[config.mk]
export PLATFORM = sky130hd
export DESIGN_NAME = mem_region_decoder_flat
export DESIGN_NICKNAME = d
export VERILOG_FILES = /design/src/rtl/mem_region_decoder_if.sv /design/src/rtl/mem_region_decoder.sv /design/src/flat_wrapper.sv
export SDC_FILE = /design/constraint.sdc
export NUM_CORES = 1
export LEC_CHECK = 0
export ABC_AREA = 1
export CAP_MARGIN = 20
export CORE_ASPECT_RATIO = 0.9
export CORE_MARGIN = 2
export CORE_UTILIZATION = 40
export CTS_CLUSTER_DIAMETER = 100
export DETAILED_ROUTE_END_ITERATION = 10
export PLACE_DENSITY = 0.77
export SLEW_MARGIN = 40
export SYNTH_ARGS = -nofsm -noshare
export SYNTH_HDL_FRONTEND = slang
export SYNTH_SLANG_ARGS = --single-unit
[constraint.sdc]
create_clock -name clk -period 2.8 [get_ports clk]
set_input_delay 0.42 -clock clk [delete_from_list [all_inputs] [get_ports clk]]
set_output_delay 0.42 -clock clk [all_outputs]
set_load 0.01 [all_outputs]
[src/rtl/mem_region_decoder_if.sv]
// Bus bundle between an access master and mem_region_decoder.
//
// Parameters:
//   ADDR_W       address width
//   REGION_BITS  log2 of region size
//   NUM_CS       number of chip-select lines
//
// Signals:
//   req        master -> decoder  access request
//   addr       master -> decoder  access address
//   cs_enable  master -> decoder  per-region enable mask
//   cs_n       decoder -> master  active-low chip selects
//   region     decoder -> master  index of last sampled region
//   busy       decoder -> master  decoder not idle
//   ack        decoder -> master  one-cycle access-complete pulse
//   err        decoder -> master  one-cycle unmapped/disabled pulse
interface mem_region_decoder_if #(
    parameter int unsigned ADDR_W      = 16,
    parameter int unsigned REGION_BITS = 13,
    parameter int unsigned NUM_CS      = 4
) ();

    logic                          req;
    logic [ADDR_W-1:0]             addr;
    logic [NUM_CS-1:0]             cs_enable;
    logic [NUM_CS-1:0]             cs_n;
    logic [ADDR_W-REGION_BITS-1:0] region;
    logic                          busy;
    logic                          ack;
    logic                          err;

    modport master (
        output req,
        output addr,
        output cs_enable,
        input  cs_n,
        input  region,
        input  busy,
        input  ack,
        input  err
    );

    modport slave (
        input  req,
        input  addr,
        input  cs_enable,
        output cs_n,
        output region,
        output busy,
        output ack,
        output err
    );

endinterface

[src/rtl/mem_region_decoder.sv]
// Memory region decoder with timed chip-select generation.
//
// The address space is split into 2^REGION_BITS-sized regions. A request sampled
// in idle either drives the matching active-low chip select for WAIT_CYCLES+1
// cycles followed by a one-cycle ack, or, when the region is unmapped or disabled,
// produces a one-cycle err. All outputs are registered.
//
// Ports:
//   clk     rising-edge clock
//   nRESET  asynchronous active-low reset
//   bus     mem_region_decoder_if slave modport (req/addr/cs_enable in;
//           cs_n/region/busy/ack/err out)
module mem_region_decoder #(
    parameter int unsigned ADDR_W      = 16,
    parameter int unsigned REGION_BITS = 13,
    parameter int unsigned NUM_CS      = 4,
    parameter int unsigned WAIT_CYCLES = 2
) (
    input  logic                 clk,
    input  logic                 nRESET,
    mem_region_decoder_if.slave  bus
);

    localparam int unsigned IDX_W = ADDR_W - REGION_BITS;

    typedef enum logic [1:0] {
        StIdle,
        StAccess,
        StDone,
        StErr
    } state_e;

    state_e            state_q;
    logic [7:0]        cnt_q;
    logic [NUM_CS-1:0] cs_n_q;
    logic [IDX_W-1:0]  region_q;
    logic              busy_q;
    logic              ack_q;
    logic              err_q;

    logic [IDX_W-1:0]  idx;
    logic [NUM_CS-1:0] sel;
    logic              valid;

    // Decode by comparing against each chip-select number, so an index beyond
    // NUM_CS simply selects nothing instead of indexing out of range.
    always_comb begin
        idx = bus.addr[ADDR_W-1:REGION_BITS];
        sel = '0;
        for (int unsigned i = 0; i < NUM_CS; i++) begin
            if (idx == IDX_W'(i)) begin
                sel[i] = 1'b1;
            end
        end
        valid = |(sel & bus.cs_enable);
    end

    always_ff @(posedge clk or negedge nRESET) begin
        if (!nRESET) begin
            state_q  <= StIdle;
            cnt_q    <= 8'd0;
            cs_n_q   <= '1;
            region_q <= '0;
            busy_q   <= 1'b0;
            ack_q    <= 1'b0;
            err_q    <= 1'b0;
        end else begin
            ack_q <= 1'b0;
            err_q <= 1'b0;
            unique case (state_q)
                StIdle: begin
                    if (bus.req) begin
                        region_q <= idx;
                        busy_q   <= 1'b1;
                        if (valid) begin
                            state_q <= StAccess;
                            cs_n_q  <= ~sel;
                            cnt_q   <= 8'(WAIT_CYCLES);
                        end else begin
                            state_q <= StErr;
                            err_q   <= 1'b1;
                        end
                    end
                end
                StAccess: begin
                    // Chip select stays low through the cycle where the count reaches 0,
                    // giving WAIT_CYCLES+1 low cycles in total.
                    if (cnt_q != 8'd0) begin
                        cnt_q <= cnt_q - 8'd1;
                    end else begin
                        state_q <= StDone;
                        cs_n_q  <= '1;
                        ack_q   <= 1'b1;
                    end
                end
                StDone: begin
                    state_q <= StIdle;
                    busy_q  <= 1'b0;
                end
                StErr: begin
                    state_q <= StIdle;
                    busy_q  <= 1'b0;
                end
                default: begin
                    state_q <= StIdle;
                    cs_n_q  <= '1;
                    busy_q  <= 1'b0;
                end
            endcase
        end
    end

    assign bus.cs_n   = cs_n_q;
    assign bus.region = region_q;
    assign bus.busy   = busy_q;
    assign bus.ack    = ack_q;
    assign bus.err    = err_q;

endmodule

[src/flat_wrapper.sv]
// flat-port wrapper written by rule: the top's interface ports become plain ports
module mem_region_decoder_flat 
#(
    parameter int unsigned ADDR_W      = 16,
    parameter int unsigned REGION_BITS = 13,
    parameter int unsigned NUM_CS      = 4,
    parameter int unsigned WAIT_CYCLES = 2
)
  (clk, nRESET, bus_req, bus_addr, bus_cs_enable, bus_cs_n, bus_region, bus_busy, bus_ack, bus_err);
  mem_region_decoder_if #(.ADDR_W(ADDR_W), .REGION_BITS(REGION_BITS), .NUM_CS(NUM_CS)) bus_i ();
  input  logic clk;
  input  logic nRESET;
  input wire logic [$bits(bus_i.req)-1:0] bus_req;
  input wire logic [$bits(bus_i.addr)-1:0] bus_addr;
  input wire logic [$bits(bus_i.cs_enable)-1:0] bus_cs_enable;
  output wire logic [$bits(bus_i.cs_n)-1:0] bus_cs_n;
  output wire logic [$bits(bus_i.region)-1:0] bus_region;
  output wire logic [$bits(bus_i.busy)-1:0] bus_busy;
  output wire logic [$bits(bus_i.ack)-1:0] bus_ack;
  output wire logic [$bits(bus_i.err)-1:0] bus_err;
  assign bus_i.req = bus_req;
  assign bus_i.addr = bus_addr;
  assign bus_i.cs_enable = bus_cs_enable;
  assign bus_cs_n = bus_i.cs_n;
  assign bus_region = bus_i.region;
  assign bus_busy = bus_i.busy;
  assign bus_ack = bus_i.ack;
  assign bus_err = bus_i.err;
  mem_region_decoder #(.ADDR_W(ADDR_W), .REGION_BITS(REGION_BITS), .NUM_CS(NUM_CS), .WAIT_CYCLES(WAIT_CYCLES)) u_core (.clk(clk), .nRESET(nRESET), .bus(bus_i));
endmodule
**Yosys cells after proc, flatten, opt, wreduce, memory -nomap -nowiden**

Index checks and enable logic that the tools add are counted.
W data, S select, Z words.

- Bits in registers: 20
- Bits in latches: 0
- Memory bits (writable): 0
- Memory bits (read-only): 0
- Input port bits: 23
- Output and inout bits: 10
- Word-level logic and storage cells: 55
- Memories: 0

- Add/sub/neg operators: 1
- Multipliers: 0
- Divide/modulo/power cells: 0
- $lt $le $gt $ge: 0
- Eq/ne operators: 10
- Shifts and indexed selects: 0
- Muxes and demuxes: 23
- Bitwise gates (word level): 2
- Reductions and logical operators: 12

Operators with widths:

| operator | number |
|---|---|
| $mux W8 | 3 |
| $pmux W8 S2 | 1 |
| $mux W4 | 3 |
| $mux W1 | 10 |
| $pmux W4 S2 | 1 |
| $reduce_and A4 Y1 | 2 |
| $reduce_bool A8 Y1 | 1 |
| $sub A8 B1 Y8 const B | 1 |
| $eq A3 B2 Y1 const B | 2 |
| $mux W2 | 3 |
| $pmux W2 S3 | 1 |
| $reduce_and A2 Y1 | 3 |
| $and A4 B4 Y4 | 1 |
| $eq A2 B2 Y1 const B | 2 |
| $ne A2 B1 Y1 const B | 2 |
| $ne A2 B2 Y1 const B | 2 |
| $not A4 Y4 | 1 |
| $reduce_bool A2 Y1 | 2 |
| $reduce_or A4 Y1 | 1 |
| $eq A3 B1 Y1 const B | 1 |
| $logic_not A3 Y1 | 1 |
| $eq A2 B1 Y1 const B | 1 |
| $logic_not A2 Y1 | 1 |
| $pmux W1 S2 | 1 |
| $reduce_or A2 Y1 | 1 |

**Logic depth before layout (Yosys ltp)**

- Depth after elaboration: 7
- Depth in mapped cells: 9
- Gate-level depth less buffers: 9

**Worst setup path after synthesis**

Ideal clock, no wire load.

- Path kind: register -> register
- Start: reg u_core.cnt_q[0]
- End: reg u_core.cs_n_q[1] (netlist: u_core.bus.cs_n[1])
- Setup time: 0.076 ns
- Arrival time: 1.195 ns
- Data required time: 2.724 ns
- Slack: 1.529 ns
- Cell stages (with the launch flop): 10
- Buffers on the path: 0
- Clock period less this slack: 1.271 ns
- Cells stage by stage: dfrtp_1 -> inv_1 -> ha_1 -> nand2_1 -> nor2_1 -> nand2_1 -> nand2_2 -> nand2_2 -> nand2_1 -> nand2_1

- Word-level cells in the longest chain between the ends: 3

Ends and longest elaborated chain:

| what | line | RTL |
|---|---|---|
| from (decl) | mem_region_decoder.sv:34 | `logic [7:0] cnt_q;` |
| from (signal assigned) | mem_region_decoder.sv:78 | `cnt_q <= 8'(WAIT_CYCLES);` |
| from (signal assigned) | mem_region_decoder.sv:89 | `cnt_q <= cnt_q - 8'd1;` |
| $reduce_bool A8 Y1 | mem_region_decoder.sv:88 | `if (cnt_q != 8'd0) begin` |
| $ne A2 B2 Y1 (no line) | - |  |
| $reduce_and A4 Y1 (no line) | - |  |
| to (signal assigned) | mem_region_decoder.sv:77 | `cs_n_q <= ~sel;` |
| to (decl) | mem_region_decoder.sv:35 | `logic [NUM_CS-1:0] cs_n_q;` |

Every way passes these cells.
A chain may end at the register's enable or synchronous reset.

**Worst setup path after layout**

- Start: reg u_core.cs_n_q[0] (netlist: u_core.bus.cs_n[0])
- End: out bus_cs_n[0]

RTL lines:

| what | line | RTL |
|---|---|---|
| to (decl) | flat_wrapper.sv:16 | `output wire logic [$bits(bus_i.cs_n)-1:0] bus_cs_n;` |

No word-level cell between the ends.

==> results.py <==
metrics = {
    "routing": {
        "ant_nets": 0,
        "drcViolationCount": 0,
        "wl_met3_um": 174,
        "met2_length_mm": 1.16,
        "dr.pass1.iters": 4,
        "drt-wirelength-per-cell_um": 11.8,
        "wl_met1_mm": 1.13,
        "num_vias": 1013,
        "drt_first_iter_violations": 61,
        "routed_wl_mm": 2.47,
        "via_per_inst": 4.85,
        "highest_layer": "met4",
    },
    "timing": {
        "fmaxAchievable_mhz": 551,
        "tightest_slew_ns": 0.455,
        "period_share": 0.648,
        "rsz0062_at_grt": "no",
        "tns_ns": 0,
        "min_period_ns": 1.82,
        "slew_headroom": 0.696,
        "drv_slew": 0,
        "finalSetupViolCount": 0,
        "finalClockSkew_ns": 0.00233,
        "hold_viol": 0,
    },
    "global_route": {
        "first_global_vias": 885,
        "antenna_found_initial": 0,
        "grt_max_degree": 21,
        "track_usage": 0.164,
        "overflow": 0,
        "grt_pass1_wl_mm": 3.95,
    },
    "setup_path": {
        "crit_type": "flip-flop to output pin",
        "r2r_slack_ns": 1.30,
        "max_stage_delay_ns": 0.55,
        "reg2regPathDepth": 9,
        "cp-start-kind": "flip-flop",
        "crit_start": "u_core.bus.cs_n[0]",
        "crit_required_ns": 2.38,
        "cpLargestDelayFamily": "flip-flops",
        "critPathMaxFanout": 2,
        "critical_path_buf_inv_count": 1,
        "rr_endpoint": "u_core.bus.cs_n[3]",
        "cp_cell_sequence": "clkdlybuf4s50_1",
        "critPathCaptureType": "output pin",
        "cp_slowest_cell": "dfstp_2",
        "cp.depth": 1,
        "timing.rr.start": "u_core.cnt_q[0]",
        "arrival_ns": 1.40,
    },
    "finish": {
        "final_cell_area_um2": 1400,
        "insertedDiodeCount": 0,
        "area_delta_synth_final_pct": 24.1,
        "nFillCells": 273,
        "layout_commonest_cell": "nand2_1",
        "utilization": 0.515,
        "final_nets": 195,
        "final_cell_mix": "nand2_1 (44), nor2_1 (18), clkdlybuf4s50_1 (18), nand3_1 (16), dfrtp_1 (16)",
        "layout-drive-gt1-share": 0.154,
        "regArea_um2": 505,
        "multi_input_area_um2": 546,
    },
    "place": {
        "port_buffers": 19,
        "hpwl_mm": 1.76,
        "dpl_cell_area_um2": 1350,
        "globalplace.congestion": 0.863,
    },
    "floorplanning": {
        "rows": 18,
        "io_pins": 33,
        "fp.dieH_um": 54.4,
        "start_util": 0.415,
        "chipWidth_um": 60.0,
        "coreArea_um2": 2730,
        "fp.dieArea_um2": 3270,
    },
    "clock_tree": {
        "clk_latency_ns": 0.31,
        "cts_resized": 0,
        "numCtsBuffers": 3,
        "clock-sinks": 20,
        "clk_path_buf_depth": 2,
        "cts_tree": "done",
        "root_buffer": "clkbuf_4",
        "post_cts_buffers": 0,
        "htree_levels": 1,
        "path_clk_slew_ns": 0.12,
        "holdBufCountCts": 0,
    },
    "yosys": {
        "ys_warn_count": 0,
        "ys_ff_latch": 20,
        "synth.area.top_cells": "dfrtp_1 (35%), nand2_1 (15%), dfstp_2 (9.3%), nand3_1 (7.1%), nor2_1 (6.0%)",
        "syn_area_per_cell_um2": 7.69,
        "synthesis.nets": 172,
        "synth_seq_area_share": 0.447,
        "yosys.area.top_type_share": 0.354,
        "yosysTopAreaCell": "dfrtp_1",
        "yosysUniqueCellTypes": 22,
        "synth_area_um2": 1130,
        "synth_cells": 147,
    },
    "power": {
        "pwr-share-seq": 0.324,
        "p_comb_frac": 0.524,
        "leakage_nw": 0.693,
        "power_density_nw_per_um2": 1130,
        "clockPowerShare": 0.152,
        "power.share.switching": 0.430,
        "power_switching_w": 0.000683,
        "ir_drop_mv": 0.487,
        "p_int_w": 0.000904,
        "power_w": 0.00159,
    },
    "run": {
        "drv_cap": 0,
    },
    "outcome": {
        "outcome": "complete, no violations",
    },
    "worst_hold_path": {
        "min_path_type": "input pin to async pin",
    },
}
-- cell usage after synthesis --
master / count
nand2_1: 44
nor2_1: 18
dfrtp_1: 16
nand3_1: 16
inv_1: 13
nand4_1: 5
o21ai_0: 5
dfstp_2: 4
inv_2: 4
nand2_4: 3
nor2_2: 3
a21oi_1: 2
ha_1: 2
nand2_2: 2
nor2_4: 2
nor3_1: 2
a21oi_2: 1
buf_8: 1
nand3_2: 1
nor3b_1: 1
o21ai_2: 1
xor2_1: 1
-- cell families (layout without fill, tap and decap cells) --
logic type      after synthesis  in the layout  synth area share
compound gates                9              9            0.0465
xor+xnor                      1              1           0.00775
fa+ha+maj                     2              2            0.0221
buf+inv                      18             40            0.0698
flops                        20             20             0.447
simple gates                 97             97             0.406
-- flip-flops by register name, indices dropped and copies added (netlist names) --
register / cells
u_core.bus.err: 1
u_core.state_q: 2
u_core.bus.cs_n: 4
u_core.bus.busy: 1
u_core.bus.region: 3
u_core.bus.ack: 1
u_core.cnt_q: 8
-- metal layers --
layer  vias up  track usage
li1        514            -
met1       460        0.208
met2        37        0.288
met3         2       0.0520
met4         0       0.0111
met5         -            0
-- per-stage QoR --
stage	hold WS (ns)	setup WS, ns	cells
after CTS	0.0445	0.973	209
after floorplan	0.124	1.53	147
after detailed placement	0.391	0.868	205
final	0.0341	0.984	209
after global routing	0.0518	0.931	209
after global placement	0.454	0.890	205
-- worst max path at each step --
stage / endpoint
after CTS: bus_cs_n[0]
after global placement: u_core.cnt_q[5]
after global routing: bus_cs_n[0]
final: bus_cs_n[0]
after floorplan: u_core.bus.cs_n[1]
after detailed placement: u_core.cnt_q[3]
-- power by group through the flow --
stage	Combinational (W)	Sequential, W	Clock [W]
floorplan	0.000549	0.000542	0
global placement	0.000800	0.000514	0
detailed placement	0.000825	0.000521	0
CTS	0.000832	0.000516	0.000243
global route	0.000933	0.000531	0.000256
finish	0.000831	0.000514	0.000242
-- cell type report --
cell class,count,share of cell area
multi-input combinational,109,0.389
sequential,20,0.360
timing repair buffer,19,0.132
inverter,17,0.0455
tap,40,0.0357
clock inverter,1,0.0214
clock buffer,3,0.0161
Power figures use the tool's default switching activity.
